## src/rtl/prog_run_ctrl_pkg.sv

```systemverilog
// Purpose: shared state encoding and size constants for the SAP-1 front-panel controller.
// Latency: n/a (declarations only).
// Backpressure: n/a.
package prog_run_ctrl_pkg;

    localparam int DEF_ADDR_W = 4;
    localparam int DEF_DATA_W = 8;
    localparam int MEM_DEPTH  = 16;

    typedef enum logic [1:0] {
        ST_IDLE = 2'd0,
        ST_LOAD = 2'd1,
        ST_RUN  = 2'd2,
        ST_HALT = 2'd3
    } state_t;

endpackage

```

## src/rtl/prog_run_ctrl_if.sv

```systemverilog
// Purpose: program-load byte stream (valid/ready with end-of-program marker).
// Latency: n/a (wires only).
// Backpressure: sink holds ld_ready low whenever it is not in load mode.
//   master: board-side byte source (drives ld_valid/ld_data/ld_last)
//   slave : controller (drives ld_ready)
interface prog_run_ctrl_if
    import prog_run_ctrl_pkg::*;
#(
    parameter int DATA_W = DEF_DATA_W
) ();
    logic              ld_valid;
    logic [DATA_W-1:0] ld_data;
    logic              ld_last;
    logic              ld_ready;

    modport master (output ld_valid, output ld_data, output ld_last, input ld_ready);
    modport slave  (input ld_valid, input ld_data, input ld_last, output ld_ready);
endinterface

```

## src/rtl/prog_run_ctrl_load_addr_counter.sv

```systemverilog
// Purpose: program-load address counter with sync clear, enable and last-address flag.
// Latency: count updates one clock after en; tc is combinational from the count.
// Backpressure: none; the caller gates en with the accepted-byte condition.
//   clk, clr (sync clear, wins over en), en -> cnt, tc (cnt == MEM_DEPTH-1)
module prog_run_ctrl_load_addr_counter
    import prog_run_ctrl_pkg::*;
#(
    parameter int ADDR_W = DEF_ADDR_W
) (
    input  logic              clk,
    input  logic              clr,
    input  logic              en,
    output logic [ADDR_W-1:0] cnt,
    output logic              tc
);

    always_ff @(posedge clk) begin
        if (clr) begin
            cnt <= '0;
        end else if (en) begin
            cnt <= cnt + ADDR_W'(1);
        end
    end

    assign tc = (cnt == ADDR_W'(MEM_DEPTH - 1));

endmodule

```

## src/rtl/prog_run_ctrl.sv

```systemverilog
// Purpose: SAP-1 front panel: loads program memory, then sequences CPU run/step/stop/halt.
// Latency: requests act at the next edge; outputs are state-decoded except mem_we (same cycle).
// Backpressure: ld_ready is high for every cycle in LOAD, low otherwise; no internal buffering.
//   clk, clr               : clock and synchronous active-high reset
//   prog_start/run_req/step_req/stop_req : panel requests (levels)
//   ld                     : program byte stream (slave side)
//   low_halt               : CPU halt, active low
//   cpu_clk_en, cpu_clr    : CPU clock gate enable and register clear
//   mem_sel/mem_we/mem_addr/mem_wdata : memory override port while loading
//   state                  : IDLE=0 LOAD=1 RUN=2 HALT=3
module prog_run_ctrl
    import prog_run_ctrl_pkg::*;
#(
    parameter int ADDR_W = DEF_ADDR_W,
    parameter int DATA_W = DEF_DATA_W
) (
    input  logic              clk,
    input  logic              clr,
    input  logic              prog_start,
    input  logic              run_req,
    input  logic              step_req,
    input  logic              stop_req,
    prog_run_ctrl_if.slave    ld,
    input  logic              low_halt,
    output logic              cpu_clk_en,
    output logic              cpu_clr,
    output logic              mem_sel,
    output logic              mem_we,
    output logic [ADDR_W-1:0] mem_addr,
    output logic [DATA_W-1:0] mem_wdata,
    output logic [1:0]        state
);

    state_t state_q, state_d;
    logic   step_q, step_d;
    logic   clr_pend_q, clr_pend_d;
    logic   cnt_clr;
    logic   cnt_tc;
    logic   accept;

    // ld_ready is high throughout LOAD, so a valid byte is accepted immediately.
    assign accept = (state_q == ST_LOAD) && ld.ld_valid;

    prog_run_ctrl_load_addr_counter #(.ADDR_W(ADDR_W)) u_addr_cnt (
        .clk (clk),
        .clr (clr || cnt_clr),
        .en  (accept),
        .cnt (mem_addr),
        .tc  (cnt_tc)
    );

    always_ff @(posedge clk) begin
        if (clr) begin
            state_q    <= ST_IDLE;
            step_q     <= 1'b0;
            clr_pend_q <= 1'b1;
        end else begin
            state_q    <= state_d;
            step_q     <= step_d;
            clr_pend_q <= clr_pend_d;
        end
    end

    always_comb begin
        state_d    = state_q;
        step_d     = 1'b0;
        clr_pend_d = clr_pend_q;
        cnt_clr    = 1'b0;
        case (state_q)
            ST_IDLE: begin
                // One IDLE cycle is enough to drain a pending CPU clear.
                clr_pend_d = 1'b0;
                if (prog_start) begin
                    state_d = ST_LOAD;
                    cnt_clr = 1'b1;
                end else if (run_req) begin
                    state_d = ST_RUN;
                end else if (step_req && !step_q) begin
                    // Blocking re-arm while the pulse is high makes a held
                    // request step every other cycle.
                    step_d = 1'b1;
                end
            end
            ST_LOAD: begin
                // Address 15 is always final: the counter never wraps into a rewrite.
                if (accept && (ld.ld_last || cnt_tc)) begin
                    state_d    = ST_IDLE;
                    clr_pend_d = 1'b1;
                end
            end
            ST_RUN: begin
                if (stop_req) begin
                    state_d = ST_IDLE;
                end else if (!low_halt) begin
                    state_d = ST_HALT;
                end
            end
            ST_HALT: begin
                if (prog_start) begin
                    state_d = ST_LOAD;
                    cnt_clr = 1'b1;
                end else if (stop_req) begin
                    state_d = ST_IDLE;
                end
            end
            default: state_d = ST_IDLE;
        endcase
    end

    assign cpu_clk_en  = (state_q == ST_RUN) || step_q;
    assign cpu_clr     = (state_q == ST_LOAD) || clr_pend_q;
    assign mem_sel     = (state_q == ST_LOAD);
    assign mem_we      = accept;
    assign mem_wdata   = ld.ld_data;
    assign ld.ld_ready = (state_q == ST_LOAD);
    assign state       = state_q;

endmodule

```

## src/flat_wrapper.sv

```systemverilog
// flat-port wrapper written by rule: the top's interface ports become plain ports
module prog_run_ctrl_flat import prog_run_ctrl_pkg::*;
#(
    parameter int ADDR_W = DEF_ADDR_W,
    parameter int DATA_W = DEF_DATA_W
)
  (clk, clr, prog_start, run_req, step_req, stop_req, low_halt, cpu_clk_en, cpu_clr, mem_sel, mem_we, mem_addr, mem_wdata, state, ld_ld_valid, ld_ld_data, ld_ld_last, ld_ld_ready);
  prog_run_ctrl_if #(.DATA_W(DATA_W)) ld_i ();
  input  logic clk;
  input  logic clr;
  input  logic prog_start;
  input  logic run_req;
  input  logic step_req;
  input  logic stop_req;
  input  logic low_halt;
  output logic cpu_clk_en;
  output logic cpu_clr;
  output logic mem_sel;
  output logic mem_we;
  output logic [ADDR_W-1:0] mem_addr;
  output logic [DATA_W-1:0] mem_wdata;
  output logic [1:0] state;
  input wire logic [$bits(ld_i.ld_valid)-1:0] ld_ld_valid;
  input wire logic [$bits(ld_i.ld_data)-1:0] ld_ld_data;
  input wire logic [$bits(ld_i.ld_last)-1:0] ld_ld_last;
  output wire logic [$bits(ld_i.ld_ready)-1:0] ld_ld_ready;
  assign ld_i.ld_valid = ld_ld_valid;
  assign ld_i.ld_data = ld_ld_data;
  assign ld_i.ld_last = ld_ld_last;
  assign ld_ld_ready = ld_i.ld_ready;
  prog_run_ctrl #(.ADDR_W(ADDR_W), .DATA_W(DATA_W)) u_core (.clk(clk), .clr(clr), .prog_start(prog_start), .run_req(run_req), .step_req(step_req), .stop_req(stop_req), .ld(ld_i), .low_halt(low_halt), .cpu_clk_en(cpu_clk_en), .cpu_clr(cpu_clr), .mem_sel(mem_sel), .mem_we(mem_we), .mem_addr(mem_addr), .mem_wdata(mem_wdata), .state(state));
endmodule
```

## config.mk

```make
export PLATFORM = sky130hd
export DESIGN_NAME = prog_run_ctrl_flat
export DESIGN_NICKNAME = d
export VERILOG_FILES = /design/src/rtl/prog_run_ctrl_pkg.sv /design/src/rtl/prog_run_ctrl_if.sv /design/src/rtl/prog_run_ctrl_load_addr_counter.sv /design/src/rtl/prog_run_ctrl.sv /design/src/flat_wrapper.sv
export SDC_FILE = /design/constraint.sdc
export NUM_CORES = 1
export LEC_CHECK = 0
export ABC_AREA = 0
export CORE_ASPECT_RATIO = 1.2
export CORE_MARGIN = 2
export CORE_UTILIZATION = 31
export CTS_CLUSTER_DIAMETER = 30
export DETAILED_ROUTE_END_ITERATION = 8
export GPL_TIMING_DRIVEN = 1
export PLACE_DENSITY = 0.74
export SLEW_MARGIN = 20
export SYNTH_ARGS = -nofsm -noshare
export SYNTH_HDL_FRONTEND = slang
export SYNTH_SLANG_ARGS = --single-unit
```

## constraint.sdc

```tcl
create_clock -name clk -period 1.35 [get_ports clk]
set_input_delay 0.27 -clock clk [delete_from_list [all_inputs] [get_ports clk]]
set_output_delay 0.27 -clock clk [all_outputs]
set_load 0.005 [all_outputs]
```

==> results.yml, run 1 <==
clock_network:
  clock-sinks: 8
  cts_tree: "built"
  clk_transition_reported_paths_ns: 0.07
  cts_root_buf: "clkbuf_4"
  clk_latency_ns: 0.27
  cts-buffers-inserted: 3
  ctsHtreeMaxLevel: 1
  cts_hold_buffers: 0
  cts.path.max_buffers: 2
placed_design:
  dpl.hpwl_um: 985
  place_congestion: 0.783
  portBuffers: 19
  dp.cells: 101
  dpl_cell_area_um2: 823
  place_ws_ns: -0.358
worst_setup_path:
  reg2reg_slack_ns: -0.24
  crit_chain: "inv_2, buf_4, ha_4, or2b_2, a21oi_2, a221o_1, a221oi_2"
  cp_top_family: "compound AO/OA/AOI/OAI gates"
  crit_arrival_ns: 1.77
  cpPeakStageDelay_ns: 0.37
  crit_required_ns: 1.53
  path_class: "register to register"
  slowest_stage: "dfxtp_4"
  critPathBufInv: 2
  endpoint_kind: "register"
  startpoint_type: "register"
  critPathMaxFanout: 3
yosys:
  ys_ff_latch: 8
  ys.flop_type: "dfxtp_1"
  ys_seq_area_share_pct: 29.9
  synth_area_um2: 536
  syn_nets: 82
  yosysWarnings: 0
  synth_edf_count: 0
  synthDistinctLibCells: 28
  synth_xor_xnor_area_share_pct: 4.91
  synthSimpleGateAreaFrac_pct: 19.9
  async_reset_ff_share_pct: 0
  synth-compound-area-share_pct: 16.4
  synth_area_per_cell_um2: 8.93
  synth_top_area_share_pct: 29.9
  synth_top_cells_by_area: "dfxtp_1 (30%), buf_4 (13%), ha_1 (12%), a221oi_1 (3.3%), or2b_2 (3.3%)"
  synth.mux.area_fraction_pct: 1.87
  synth_top_family_by_area: "simple AND/OR/NAND/NOR gates"
  synth_top_area_cell: "dfxtp_1"
  synth-adder-area-share_pct: 11.7
  syn_inst: 60
drt:
  viasPerCell: 4.83
  routed_wl_mm: 1.36
  drt_pre_antenna_iters: 4
  drtAntennaViolNets: 0
  post_drt_wl_per_cell_um: 12.5
  vias: 522
  drt-initial-drc-count: 6
  drc_errors: 0
floorplan:
  dieArea_um2: 2080
  fp.dieW_um: 41.9
  row_count: 16
  core_um2: 1620
  io_pins: 36
  die_h_um: 49.5
  start_util_pct: 33.0
final_layout:
  final_cell_mix: "buf_4 (14), clkdlybuf4s50_1 (8), dlygate4sd2_1 (6)"
  final_common_cell: "buf_4"
  final_cells: 108
  insertedDiodeCount: 0
  final_area_um2: 902
  fin_nets: 113
  drive_above_1_share_pct: 51.1
  syn2layout_area_growth_pct: 68.5
power_and_ir_drop:
  powerDensity_nw_per_um2: 1490
  p_leak_nw: 0.408
  ir_drop_v: 0.000701
  p_total_mw: 1.34
timing:
  min_period_ns: 1.59
  fin_setup_tns_ns: -1.01
  worst_pin_slew_ns: 0.288
  period_share_pct: 118
  hold_violations: 0
  fmax_mhz: 630
  maxSlewHeadroom_pct: 80.8
  final_max_slew_viol_count: 0
  layout_setup_ws_ns: -0.237
  clock_skew_ns: 0.00413
  rsz0062_at_grt: "true"
  setup_viol: 6
grt:
  grt_pass1_wl_mm: 2.08
  gr-usage-met2_pct: 22.9
  track_usage_pct: 13.8
  antenna_found_initial: 0
  grt_max_degree: 6
  met3_usage_pct: 3.30
  overflow: 0
  grt.met1_usage_pct: 14.4
  grt_pass1_vias: 515
  grt.busiest_layer: "met2"
hold_path:
  hold_class: "register to register"
job:
  drv_cap: 0
outcome:
  status: "complete, but fails checks"
  violations: "negative setup slack"
sequential cells by signal, summed over array words and instances (netlist names):
name	count
u_core.u_addr_cnt.cnt	4
u_core.clr_pend_q	1
u_core.state	2
u_core.step_q	1
report_power, final:
part / total [mW] / internal (mW) / switching (mW) / leakage (nW)
clock: 0.222 / 0.115 / 0.108 / 0.0150
sequential: 0.322 / 0.285 / 0.0364 / 0.0684
combinational: 0.800 / 0.482 / 0.318 / 0.325
total: 1.34 / 0.882 / 0.463 / 0.408
layer usage:
layer | part of all wire, % | wire, um | vias up
li1 | - | - | 256
met1 | 39 | 530 | 238
met2 | 50 | 675 | 23
met3 | 7.7 | 105 | 5
met4 | 3.2 | 44 | 0
met5 | 0 | 0 | -
kinds of logic after synthesis:
| group | after synthesis |
|---|---|
| AO/OA/AOI/OAI | 12 |
| multiplexers | 1 |
| AND/OR/NAND/NOR | 18 |
| adder cells (fa/ha/maj) | 5 |
| buffers and inverters | 13 |
| flip-flops | 8 |
| XOR/XNOR | 3 |
stage by stage:
| step | utilization [%] | hold slack (ns) |
|---|---|---|
| after floorplan | - | 0.341 |
| after global placement | 50.8 | 0.486 |
| after detailed placement | 50.8 | 0.484 |
| after CTS | 53.1 | 0.499 |
| after global routing | 55.6 | 0.540 |
| final | 55.6 | 0.502 |
cells in the mapped netlist (2+ instances only):
library cell  number
nand2_1            2
buf_4              9
or2b_1             2
inv_1              3
ha_1               5
or2b_2             2
dfxtp_1            8
a221oi_1           2
or2_2              2
nor2_1             4
xor2_1             2
a21oi_1            3
final cells by class:
class / count / area (um^2)
Fill cell: 153 / 719
Sequential cell: 8 / 174
Clock buffer: 4 / 26.3
Timing Repair Buffer: 36 / 309
Multi-Input combinational cell: 39 / 359
Inverter: 3 / 11.3
Tap cell: 18 / 22.5
worst paths after layout:
| kind | end | cells past startpoint | startpoint |
|---|---|---|---|
| min reg2reg | u_core.clr_pend_q$_SDFFE_PP1P_ | 2 | u_core.clr_pend_q$_SDFFE_PP1P_ |
| max reg2reg | u_core.state[1]$_SDFFE_PP0P_ | 7 | u_core.state[0]$_SDFFE_PP0P_ |
| max | u_core.state[1]$_SDFFE_PP0P_ | 7 | u_core.state[0]$_SDFFE_PP0P_ |
| min | u_core.clr_pend_q$_SDFFE_PP1P_ | 2 | u_core.clr_pend_q$_SDFFE_PP1P_ |
repair_timing:
item | CTS | global route
buffers inserted | 0 | 3
gates resized for setup | 30 | 9
pin swaps | 0 | 4
setup endpoints to repair | 13 | 7
worst min-delay path, stage by stage (launching register included):
cell      delay, ns
dfxtp_1        0.33
a21oi_1        0.04
o21bai_1       0.10
Note: power is estimated with default switching activity, not from simulation.
==> inputs of run 2 (changes only) <==
--- a/config.mk
+++ b/config.mk
@@ -13,7 +13,7 @@
 export DETAILED_ROUTE_END_ITERATION = 8
 export GPL_TIMING_DRIVEN = 1
 export PLACE_DENSITY = 0.74
-export SLEW_MARGIN = 20
+export SLEW_MARGIN = 10
 export SYNTH_ARGS = -nofsm -noshare
 export SYNTH_HDL_FRONTEND = slang
 export SYNTH_SLANG_ARGS = --single-unit
==> results of run 2 <==
Final layout, timing and power as in run 1 (identical DEF).
==> inputs of run 3 (changes only) <==
--- a/config.mk
+++ b/config.mk
@@ -7,7 +7,6 @@
 export LEC_CHECK = 0
 export ABC_AREA = 0
 export CORE_ASPECT_RATIO = 1.2
-export CORE_MARGIN = 2
 export CORE_UTILIZATION = 31
 export CTS_CLUSTER_DIAMETER = 30
 export DETAILED_ROUTE_END_ITERATION = 8
==> results.yml, run 3 (synthesis results as in run 1) <==
drt:
  drt_pre_antenna_iters: 1
  drt-initial-drc-count: 0
  post_drt_wl_per_cell_um: 13.3
  viasPerCell: 4.69
  drc_errors: 0
  routed_wl_mm: 1.44
  vias: 506
  drtAntennaViolNets: 0
timing:
  rsz0062_at_grt: "true"
  fmax_mhz: 620
  clock_skew_ns: 0.0101
  hold_violations: 0
  maxSlewHeadroom_pct: 79.4
  min_period_ns: 1.61
  final_max_slew_viol_count: 0
  setup_viol: 7
  layout_setup_ws_ns: -0.264
  worst_pin_slew_ns: 0.309
  period_share_pct: 120
final_layout:
  largest_reg_flops: 4
  drive_above_1_share_pct: 52.2
  syn2layout_area_growth_pct: 73.8
  fin_nets: 113
  insertedDiodeCount: 0
  regMostFlops: "u_core.u_addr_cnt.cnt"
  final_common_cell: "buf_4"
  final_cell_mix: "buf_4 (13), clkdlybuf4s50_1 (8), buf_6 (7)"
  fin_util_pct: 57.4
  final_area_um2: 931
clock_network:
  ctsHtreeMaxLevel: 1
  cts_hold_buffers: 0
  cts_root_buf: "clkbuf_4"
  cts_tree: "built"
  clk_transition_reported_paths_ns: 0.06
  clk_latency_ns: 0.26
  cts-buffers-inserted: 3
  cts.path.max_buffers: 2
  clock-sinks: 8
floorplan:
  core_um2: 1620
  fp.dieW_um: 39.9
  start_util_pct: 33.0
  die_h_um: 47.5
  row_count: 16
  io_pins: 36
  dieArea_um2: 1900
worst_setup_path:
  critPathMaxFanout: 3
  r2r-start: "u_core.state[1]$_SDFFE_PP0P_"
  startpoint_type: "register"
  crit_arrival_ns: 1.76
  r2r-end: "u_core.state[1]$_SDFFE_PP0P_"
  crit_required_ns: 1.50
  endpoint_kind: "register"
  worstRegToRegCells: 7
  path_class: "register to register"
  reg2reg_slack_ns: -0.26
power_and_ir_drop:
  p_sw_share_pct: 33.4
  p_seq_share_pct: 22.6
  p_switching_mw: 0.473
  internal_power_mw: 0.944
  ir_drop_v: 0.000708
  power_frac_clock_pct: 14.8
  powerDensity_nw_per_um2: 1520
  comb_power_share_pct: 62.6
  p_leak_nw: 0.417
placed_design:
  dpl_cell_area_um2: 823
  place_congestion: 0.787
  dpl.hpwl_um: 977
  portBuffers: 19
hold_path:
  min_to: "u_core.step_q$_SDFF_PP0_"
  whs_path_depth: 2
  hold_class: "register to register"
  hp-start: "u_core.step_q$_SDFF_PP0_"
grt:
  grt_pass1_vias: 466
  antenna_found_initial: 0
  overflow: 0
  grt_pass1_wl_mm: 1.96
  track_usage_pct: 15.4
  grt_max_degree: 6
outcome:
  violations: "negative setup slack"
  status: "complete, but fails checks"
job:
  drv_cap: 0
## run 3: changes by cell type in the layout (fill, tap and decap cells not counted), sizes merged
cell / change
buf: +2
clkbuf: -2
## run 3: per-layer routing
layer  track usage (%)  wire length [um]  vias up
li1                  -                 -      258
met1              16.4               558      228
met2              27.7               792       20
met3              3.26                86        0
met4              7.59                 0        0
met5                 0                 0        -
## run 3: worst max path at each step
stage	start	to	slack (ns)
final	u_core.state[1]$_SDFFE_PP0P_	u_core.state[1]$_SDFFE_PP0P_	-0.26
after global placement	stop_req	u_core.state[1]$_SDFFE_PP0P_	-0.35
after detailed placement	stop_req	u_core.state[0]$_SDFFE_PP0P_	-0.35
after CTS	u_core.state[1]$_SDFFE_PP0P_	cpu_clr	-0.21
after floorplan	u_core.state[0]$_SDFFE_PP0P_	u_core.state[0]$_SDFFE_PP0P_	-0.03
after global routing	u_core.state[0]$_SDFFE_PP0P_	u_core.state[1]$_SDFFE_PP0P_	-0.34
## run 3: critical path, stage by stage, from the launching register on
cell and delay (ns):
dfxtp_2 0.36, inv_4 0.05, buf_6 0.12, ha_4 0.15, or2b_2 0.16, a21oi_2 0.06, a221o_1 0.31, a221oi_2 0.30
## run 3: repair_timing
action / CTS / global route
endpoints found under the hold margin: 0 / 0
setup buffers: 0 / 3
pin swaps: 0 / 5
endpoints found under the setup margin: 13 / 9
gates resized for setup: 32 / 11
## run 3: final cells by class
cell class	count	area, um^2
Tap cell	18	22.5
Multi-Input combinational cell	39	359
Fill cell	151	691
Inverter	3	13.8
Clock buffer	4	26.3
Sequential cell	8	175
Timing Repair Buffer	36	334
## run 3: power by group through the flow
stage / Combinational (mW) / Clock (mW) / Sequential (mW)
6_report: 0.887 / 0.209 / 0.321
5_1_grt: 0.958 / 0.233 / 0.325
4_1_cts: 0.709 / 0.213 / 0.323
3_5_place_dp: 0.709 / 0 / 0.319
3_3_place_gp: 0.695 / 0 / 0.319
2_1_floorplan: 0.356 / 0 / 0.324
## run 3: through the flow
stage / hold slack, ns / cells / power (mW) / setup TNS [ns] / setup slack [ns]
after floorplan: 0.341 / 60 / 0.680 / -0.0758 / -0.0305
after global placement: 0.484 / 101 / 1.01 / -1.66 / -0.348
after detailed placement: 0.489 / 101 / 1.03 / -1.89 / -0.347
after CTS: 0.503 / 105 / 1.25 / -0.759 / -0.213
after global routing: 0.537 / 108 / 1.52 / -1.59 / -0.344
final: 0.504 / 108 / 1.42 / -1.08 / -0.264
